`src/rtl/noc_vc_pkg.sv`:
```
// Shared definitions for the router input-port VC arbitration logic:
// default VC count, index width derivation, arbiter states and modulo helpers.
package noc_vc_pkg;

  localparam int NUM_VC_DEFAULT = 8;

  function automatic int vc_width(input int n);
    return (n <= 2) ? 1 : $clog2(n);
  endfunction

  typedef enum logic {
    ARB_IDLE   = 1'b0,
    ARB_LOCKED = 1'b1
  } arb_state_e;

  // Increment modulo n (not modulo a power of two), so n-1 wraps to 0.
  function automatic int unsigned vc_inc(input int unsigned idx, input int unsigned n);
    return (idx + 1 >= n) ? 0 : idx + 1;
  endfunction

endpackage

```
`src/rtl/rr_pick.sv`:
```
// Rotating first-one finder: returns the first set request at or after ptr,
// wrapping modulo NUM_VC. Purely combinational.
module rr_pick
  import noc_vc_pkg::*;
#(
  parameter int NUM_VC = NUM_VC_DEFAULT,
  parameter int VC_W   = vc_width(NUM_VC)
) (
  input  logic [NUM_VC-1:0] req,
  input  logic [VC_W-1:0]   ptr,
  output logic              any,
  output logic [VC_W-1:0]   idx
);

  logic [NUM_VC-1:0] upper;
  logic [VC_W-1:0]   hi_idx;
  logic [VC_W-1:0]   lo_idx;

  // Requests at or above the pointer take precedence; the lower half is the wrap.
  for (genvar gi = 0; gi < NUM_VC; gi++) begin : g_mask
    assign upper[gi] = req[gi] && (gi >= int'(ptr));
  end

  always_comb begin
    hi_idx = '0;
    lo_idx = '0;
    for (int i = NUM_VC - 1; i >= 0; i--) begin
      if (upper[i]) hi_idx = VC_W'(i);
      if (req[i])   lo_idx = VC_W'(i);
    end
    any = |req;
    idx = (|upper) ? hi_idx : lo_idx;
  end

endmodule

```
`src/rtl/vc_rr_arbiter.sv`:
```
// Round-robin virtual-channel arbiter with optional head-to-tail packet lock.
// Release re-arbitrates in the same cycle so consecutive grants have no bubble.
module vc_rr_arbiter
  import noc_vc_pkg::*;
#(
  parameter int NUM_VC   = NUM_VC_DEFAULT,
  parameter int VC_W     = vc_width(NUM_VC),
  parameter bit LOCK_PKT = 1'b1
) (
  input  logic              clk,
  input  logic              rst_n,
  input  logic [NUM_VC-1:0] vc_req,
  input  logic [NUM_VC-1:0] vc_tail,
  input  logic              out_ready,
  output logic              grant_valid,
  output logic [VC_W-1:0]   grant_idx,
  output logic [NUM_VC-1:0] grant_onehot,
  output logic              xfer,
  output logic [VC_W-1:0]   ptr
);

  arb_state_e      state_reg, state_next;
  logic [VC_W-1:0] owner_reg, owner_next;
  logic [VC_W-1:0] ptr_reg, ptr_next;
  logic [VC_W-1:0] owner_inc;
  logic [VC_W-1:0] pick_ptr;
  logic [VC_W-1:0] pick_idx;
  logic            pick_any;
  logic            release_pkt;

  assign grant_valid = (state_reg == ARB_LOCKED);
  assign xfer        = grant_valid & out_ready & vc_req[owner_reg];
  assign release_pkt = xfer & (vc_tail[owner_reg] | ~LOCK_PKT);
  assign owner_inc   = VC_W'(vc_inc(32'(owner_reg), 32'(NUM_VC)));

  // On release the search starts just past the old owner, so it is considered last.
  assign pick_ptr = release_pkt ? owner_inc : ptr_reg;

  rr_pick #(
    .NUM_VC (NUM_VC),
    .VC_W   (VC_W)
  ) u_pick (
    .req (vc_req),
    .ptr (pick_ptr),
    .any (pick_any),
    .idx (pick_idx)
  );

  assign grant_idx = grant_valid ? owner_reg : '0;
  assign ptr       = ptr_reg;

  for (genvar gi = 0; gi < NUM_VC; gi++) begin : g_onehot
    assign grant_onehot[gi] = grant_valid && (int'(owner_reg) == gi);
  end

  always_comb begin
    state_next = state_reg;
    owner_next = owner_reg;
    ptr_next   = ptr_reg;
    case (state_reg)
      ARB_IDLE: begin
        if (pick_any) begin
          owner_next = pick_idx;
          state_next = ARB_LOCKED;
        end
      end
      ARB_LOCKED: begin
        if (release_pkt) begin
          ptr_next = owner_inc;
          if (pick_any) begin
            owner_next = pick_idx;
          end else begin
            state_next = ARB_IDLE;
          end
        end
      end
      default: state_next = ARB_IDLE;
    endcase
  end

  always_ff @(posedge clk or negedge rst_n) begin
    if (!rst_n) begin
      state_reg <= ARB_IDLE;
      owner_reg <= '0;
      ptr_reg   <= '0;
    end else begin
      state_reg <= state_next;
      owner_reg <= owner_next;
      ptr_reg   <= ptr_next;
    end
  end

endmodule
```
`config.mk`:
```
export PLATFORM = sky130hd
export DESIGN_NAME = vc_rr_arbiter
export DESIGN_NICKNAME = d
export VERILOG_FILES = /design/src/rtl/noc_vc_pkg.sv /design/src/rtl/rr_pick.sv /design/src/rtl/vc_rr_arbiter.sv
export SDC_FILE = /design/constraint.sdc
export NUM_CORES = 1
export LEC_CHECK = 0
export CAP_MARGIN = 20
export CORE_MARGIN = 3
export CORE_UTILIZATION = 49
export CTS_CLUSTER_SIZE = 25
export DETAILED_ROUTE_END_ITERATION = 8
export PLACE_DENSITY = 0.82
export SLEW_MARGIN = 10
export SYNTH_ARGS = -nofsm -noshare
export SYNTH_HDL_FRONTEND = slang
export SYNTH_SLANG_ARGS = --single-unit
```
`constraint.sdc`:
```
create_clock -name clk -period 5.15 [get_ports clk]
set_input_delay 1.03 -clock clk [delete_from_list [all_inputs] [get_ports clk]]
set_output_delay 1.03 -clock clk [all_outputs]
set_load 0.03 [all_outputs]
```
==> impl_metrics.py, run 1 <==
metrics = {
    "synth": {
        "syn_avg_cell_area_um2": 8.39,
        "synth-main-ff-cell": "dfrtp_1",
        "syn_inst": 124,
        "synth_top_area_share_pct": 16.8,
        "synthArstFlopShare_pct": 100,
        "synth-edff-count": 0,
        "synth_top_area_cell": "dfrtp_1",
        "synth_area_leaders": "dfrtp_1, mux4_2, ha_1",
        "syn_nets": 149,
        "syn-cell-area_um2": 1040,
        "yosysSeqAreaShare_pct": 16.8,
        "yosysWarnings": 0,
        "yosysUniqueCellTypes": 44,
        "ys_ff_latch": 7,
    },
    "job": {
        "drv_cap": 0,
    },
    "timing": {
        "fin_ws_ns": 1.20,
        "worstMarginPinSlew_ns": 0.623,
        "rsz0062_at_grt": "no",
        "skew_ns": 0.000704,
        "hold_ws_ns": 0.650,
        "fmax_ghz": 0.253,
        "slew_viol_final": 0,
        "finalHoldViolCount": 0,
        "final.setup.tns_ns": 0,
        "min_period_ns": 3.95,
        "finalSetupViolations": 0,
        "relSlewSlack_pct": 58.5,
        "post-route-period-util_pct": 76.8,
    },
    "routing": {
        "drt_wl_total_mm": 3.03,
        "wl_per_cell_um": 16.5,
        "antenna_left": 0,
        "vias": 1124,
        "via_per_inst": 6.11,
        "remaining_drc_errors": 0,
        "first_pass_iters": 4,
        "drt_iter0_markers": 51,
    },
    "clock_tree": {
        "ctsHoldBuffers": 0,
        "insertion_delay_ns": 0.26,
        "clock-root-buffer": "clkbuf_4",
        "clk_pin_slew_ns": 0.06,
        "cts.sinks": 7,
        "numCtsBuffers": 3,
        "cts_setup_buffers": 0,
        "cts_tree": "yes",
        "post_cts_resized": 0,
        "htreeDepth": 1,
        "clockBufferDepth": 2,
    },
    "cells_and_area": {
        "layout_commonest_cell": "clkdlybuf4s50_1",
        "syn_to_final_growth_pct": 35.9,
        "drive_gt1_share_pct": 12.1,
        "fin_nets": 183,
        "final_cell_mix": "clkdlybuf4s50_1, nand2_1, and2_1, a21oi_1",
        "stdcell_area_um2": 1410,
        "n_antenna_cell": 0,
    },
    "worst_setup_path": {
        "crit_chain": "clkdlybuf4s50_1 -> mux4_2 -> nand2_1 -> a21oi_1 -> clkdlybuf4s50_1",
        "endpoint_kind": "output pin",
        "start_kind": "input port",
        "required_ns": 4.12,
        "slowest_stage": "clkdlybuf4s50_1",
        "cp_slowest_stage_delay_ns": 0.69,
        "cpMostUsedCell": "clkdlybuf4s50_1",
        "crit_arrival_ns": 2.92,
        "path_max_fanout": 7,
        "crit_type": "input port to output pin",
    },
    "global_routing": {
        "grt_pass1_vias": 1029,
        "grt_use_total_pct": 24.3,
        "grt_max_degree": 17,
        "gr-total-overflow": 0,
        "grt_pass1_wl_mm": 4.94,
        "grt_antenna_before_repair": 0,
    },
    "die": {
        "die_x_um": 52.1,
        "start_util_pct": 52.5,
        "core_um2": 1980,
        "top_level_ports": 35,
        "die_h_um": 52.1,
        "die_area_um2": 2710,
        "row_count": 16,
    },
    "outcome": {
        "status": "completed",
    },
    "power_and_ir_drop": {
        "powerDensity_nw_per_um2": 541,
        "power.total_uw": 764,
        "leakage_uw": 0.000565,
        "vdd_drop_max_mv": 0.454,
    },
    "placed_design": {
        "post-place-ws_ns": 1.19,
        "place_congestion": 0.917,
        "place.detailed.hpwl_mm": 2.39,
        "place_area_um2": 1390,
        "port_buffers": 34,
    },
    "min_path": {
        "min_path_type": "register to register",
    },
}
[synth_stat cells (all sizes together) (3+ instances only)]
| master | n |
|---|---|
| inv | 7 |
| and2 | 9 |
| nand2 | 13 |
| mux4 | 4 |
| nor2 | 7 |
| dfrtp | 7 |
| nor3 | 3 |
| and3 | 7 |
| a21oi | 8 |
| o21ai | 12 |
| nand3 | 5 |
| buf | 3 |
| ha | 6 |
| a211oi | 6 |
[stage by stage]
step,util [%],cells
after floorplan,-,124
after global placement,69.9,180
after detailed placement,69.9,180
after CTS,71.3,184
after global routing,71.3,184
final,71.3,184
[path summary, 6_finish.rpt]
check / to / from / cells past startpoint / slack [ns]
min in group asynchronous: owner_reg[1]$_DFFE_PN0P_ / rst_n / 1 / 1.03
max reg2reg: owner_reg[0]$_DFFE_PN0P_ / owner_reg[0]$_DFFE_PN0P_ / 8 / 2.30
max in group asynchronous: owner_reg[2]$_DFFE_PN0P_ / rst_n / 1 / 3.89
min: ptr[0]$_DFFE_PN0P_ / ptr[0]$_DFFE_PN0P_ / 2 / 0.65
min reg2reg: ptr[0]$_DFFE_PN0P_ / ptr[0]$_DFFE_PN0P_ / 2 / 0.65
max: xfer / vc_req[3] / 5 / 1.20
[final cells by class]
type	instances	area, µm²
clock buffers	3	22.5
flip-flops and latches	7	175
clock inverters	1	5.00
multi-input cells	105	810
repair buffers	34	340
well taps	27	33.8
fillers	148	569
inverters	7	26.3
[routing by layer]
layer / global-route usage, % / vias up / routed length [µm]
met5: 0 / - / 0
met4: 9.17 / 0 / 51
met3: 2.58 / 7 / 292
met2: 40.2 / 77 / 1490
met1: 32.2 / 513 / 1200
li1: - / 527 / -
[power breakdown]
part	internal, µW	switching, µW	total, µW
registers	75.8	69.4	145
logic	252	314	567
clock network	28.5	23.3	51.8
[cell families (layout without fill, tap and decap cells)]
logic type               count (synthesis)  count (layout)  synth area share [%]
AND/OR/NAND/NOR                         52              52                  32.4
AO/OA/AOI/OAI                           40              40                  25.4
buffers and inverters                   12              45                  5.30
multiplexers                             7               7                  12.9
flip-flops                               7               7                  16.8
adder cells (fa/ha/maj)                  6               6                  7.22
[worst max-delay path: cells and delay by family]
kind / cells / cell delay (ns)
buffers and inverters: 2 / 1.30
muxes: 1 / 0.34
AOI/OAI and AO/OA: 1 / 0.17
and+or+nand+nor: 1 / 0.08
Power figures use the tool's default switching activity.
==> run 2, diff against run 1 <==
- CORE_UTILIZATION: 49 -> 41
- PLACE_DENSITY: 0.82 -> 0.73
- clock period: 5.15 -> 3.55 ns (I/O delays scaled with it)
==> run 2 against run 1 <==
  * Sequential power increased by 42%
  * Routed wire length increased by 2.5%
  * Clock-buffer cell count increased by 1
  * Setup slack got worse by 0.91 ns
  * Global-route usage decreased by 4.5 points
  * Via count decreased by 0.27%
  * Critical endpoint unchanged
  * Largest power group unchanged
  * Highest routed layer unchanged
==> impl_metrics.py, run 2 (same netlist as run 1, synthesis figures left out) <==
metrics = {
    "outcome": {
        "status": "completed",
    },
    "worst_setup_path": {
        "start_kind": "input port",
        "crit_chain": "clkdlybuf4s50_1 -> mux4_2 -> nand2_1 -> a21oi_1 -> clkdlybuf4s50_1",
        "cp_slowest_stage_delay_ns": 0.60,
        "endpoint_kind": "output pin",
        "critPathBufInv": 2,
        "required_ns": 2.84,
        "cpMostUsedCell": "clkdlybuf4s50_1",
        "crit_type": "input port to output pin",
        "rrSetupSlack_ns": 0.73,
        "rr_endpoint": "owner_reg[0]$_DFFE_PN0P_",
        "reg2reg_depth": 8,
        "crit_family": "buffers and inverters",
        "crit_arrival_ns": 2.56,
        "path_max_fanout": 7,
        "r2r_start": "owner_reg[0]$_DFFE_PN0P_",
        "slowest_stage": "clkdlybuf4s50_1",
    },
    "die": {
        "top_level_ports": 35,
        "die_x_um": 56.4,
        "die_area_um2": 3180,
        "start_util_pct": 44.8,
        "die_h_um": 56.4,
        "core_um2": 2320,
        "row_count": 17,
    },
    "cells_and_area": {
        "multiInputGateArea_um2": 810,
        "syn_to_final_growth_pct": 38.0,
        "layout_commonest_cell": "clkdlybuf4s50_1",
        "fin_cells": 188,
        "n_fill_cell": 213,
        "seqCellArea_um2": 175,
        "n_antenna_cell": 0,
        "final_cell_mix": "clkdlybuf4s50_1, nand2_1, and2_1, a21oi_1",
        "fin_nets": 186,
        "drive_gt1_share_pct": 13.1,
    },
    "timing": {
        "final.setup.tns_ns": 0,
        "min_period_ns": 3.27,
        "finalHoldViolCount": 0,
        "post-route-period-util_pct": 92.0,
        "relSlewSlack_pct": 63.5,
        "worstMarginPinSlew_ns": 0.543,
        "fmax_ghz": 0.306,
        "finalSetupViolations": 0,
        "slew_viol_final": 0,
        "rsz0062_at_grt": "no",
        "skew_ns": 0.00518,
    },
    "global_routing": {
        "gr-total-overflow": 0,
        "grt_pass1_vias": 1067,
        "grt_pass1_wl_mm": 5.06,
        "grt_antenna_before_repair": 0,
        "grt_use_total_pct": 19.8,
        "grt_max_degree": 16,
    },
    "clock_tree": {
        "post_cts_resized": 0,
        "cts.sinks": 7,
        "clk_pin_slew_ns": 0.05,
        "insertion_delay_ns": 0.25,
        "numCtsBuffers": 3,
        "htreeDepth": 1,
        "clock-root-buffer": "clkbuf_4",
        "cts_setup_buffers": 0,
        "clockBufferDepth": 2,
        "cts_tree": "yes",
        "ctsHoldBuffers": 0,
    },
    "placed_design": {
        "place_congestion": 0.904,
        "place_inst": 184,
        "place.detailed.hpwl_mm": 2.44,
        "port_buffers": 34,
    },
    "routing": {
        "via_per_inst": 5.96,
        "drt_wl_total_mm": 3.11,
        "first_pass_iters": 4,
        "drt_iter0_markers": 60,
        "vias": 1121,
        "antenna_left": 0,
        "wl_per_cell_um": 16.5,
        "remaining_drc_errors": 0,
    },
    "power_and_ir_drop": {
        "p_int_uw": 528,
        "vdd_drop_max_mv": 0.619,
        "combPwrFrac_pct": 75.5,
        "netSwitchingFraction_pct": 53.2,
        "p_seq_share_pct": 18.3,
        "powerDensity_nw_per_um2": 786,
        "leakage_uw": 0.000576,
        "power.total_uw": 1130,
        "power_frac_clock_pct": 6.2,
        "netSwitchingPower_uw": 599,
    },
    "min_path": {
        "min_path_type": "register to register",
        "hold_end": "ptr[0]$_DFFE_PN0P_",
        "min_path_cells": 2,
        "min_from": "ptr[0]$_DFFE_PN0P_",
    },
    "job": {
        "drv_cap": 0,
    },
}
run 2: per-stage QoR:
stage          setup WS (ns)  hold slack, ns  util (%)  cell area (µm²)
4_1_cts                0.289           0.658      61.9             1440
3_5_place_dp           0.293           0.647      60.8             1410
2_1_floorplan           1.22           0.414         -             1040
3_3_place_gp           0.324           0.645      60.8             1410
6_report               0.284           0.657      61.9             1440
5_1_grt                0.187           0.694      61.9             1440
run 2: area by class of cell:
cell class | count | share of cell area [%]
clock buffer | 4 | 1.83
sequential | 7 | 12.2
multi-input combinational | 105 | 56.4
timing repair buffer | 37 | 25.3
tap | 28 | 2.44
inverter | 7 | 1.83
run 2: tightest hold or removal path: cells and delay by family, from the launching register on:
kind,cells,cell delay [ns]
flip-flops,1,0.49
AND/OR/NAND/NOR,1,0.07
AO/OA/AOI/OAI,1,0.06
run 2: worst max-delay path by stage:
| stage | slack, ns | end | depth (start not counted) | from |
|---|---|---|---|---|
| global placement | 0.32 | xfer | 5 | vc_req[3] |
| floorplan | 1.22 | owner_reg[0]$_DFFE_PN0P_ | 9 | owner_reg[2]$_DFFE_PN0P_ |
| detailed placement | 0.29 | xfer | 5 | vc_req[3] |
| finish | 0.28 | xfer | 5 | vc_req[3] |
| CTS | 0.29 | xfer | 5 | vc_req[3] |
| global route | 0.19 | xfer | 5 | vc_req[5] |
run 2: per-layer routing:
metal	track usage, %	part of all wire, %
met5	0	0
met4	10.2	1.4
met3	2.53	7.6
met2	31.2	48
met1	26.3	43
run 2: power groups by stage:
stage	clock network [µW]	registers, µW	logic, µW
2_1_floorplan	0	177	602
3_3_place_gp	0	207	846
3_5_place_dp	0	205	845
4_1_cts	74.4	204	849
5_1_grt	80.9	213	917
6_report	70.3	206	852
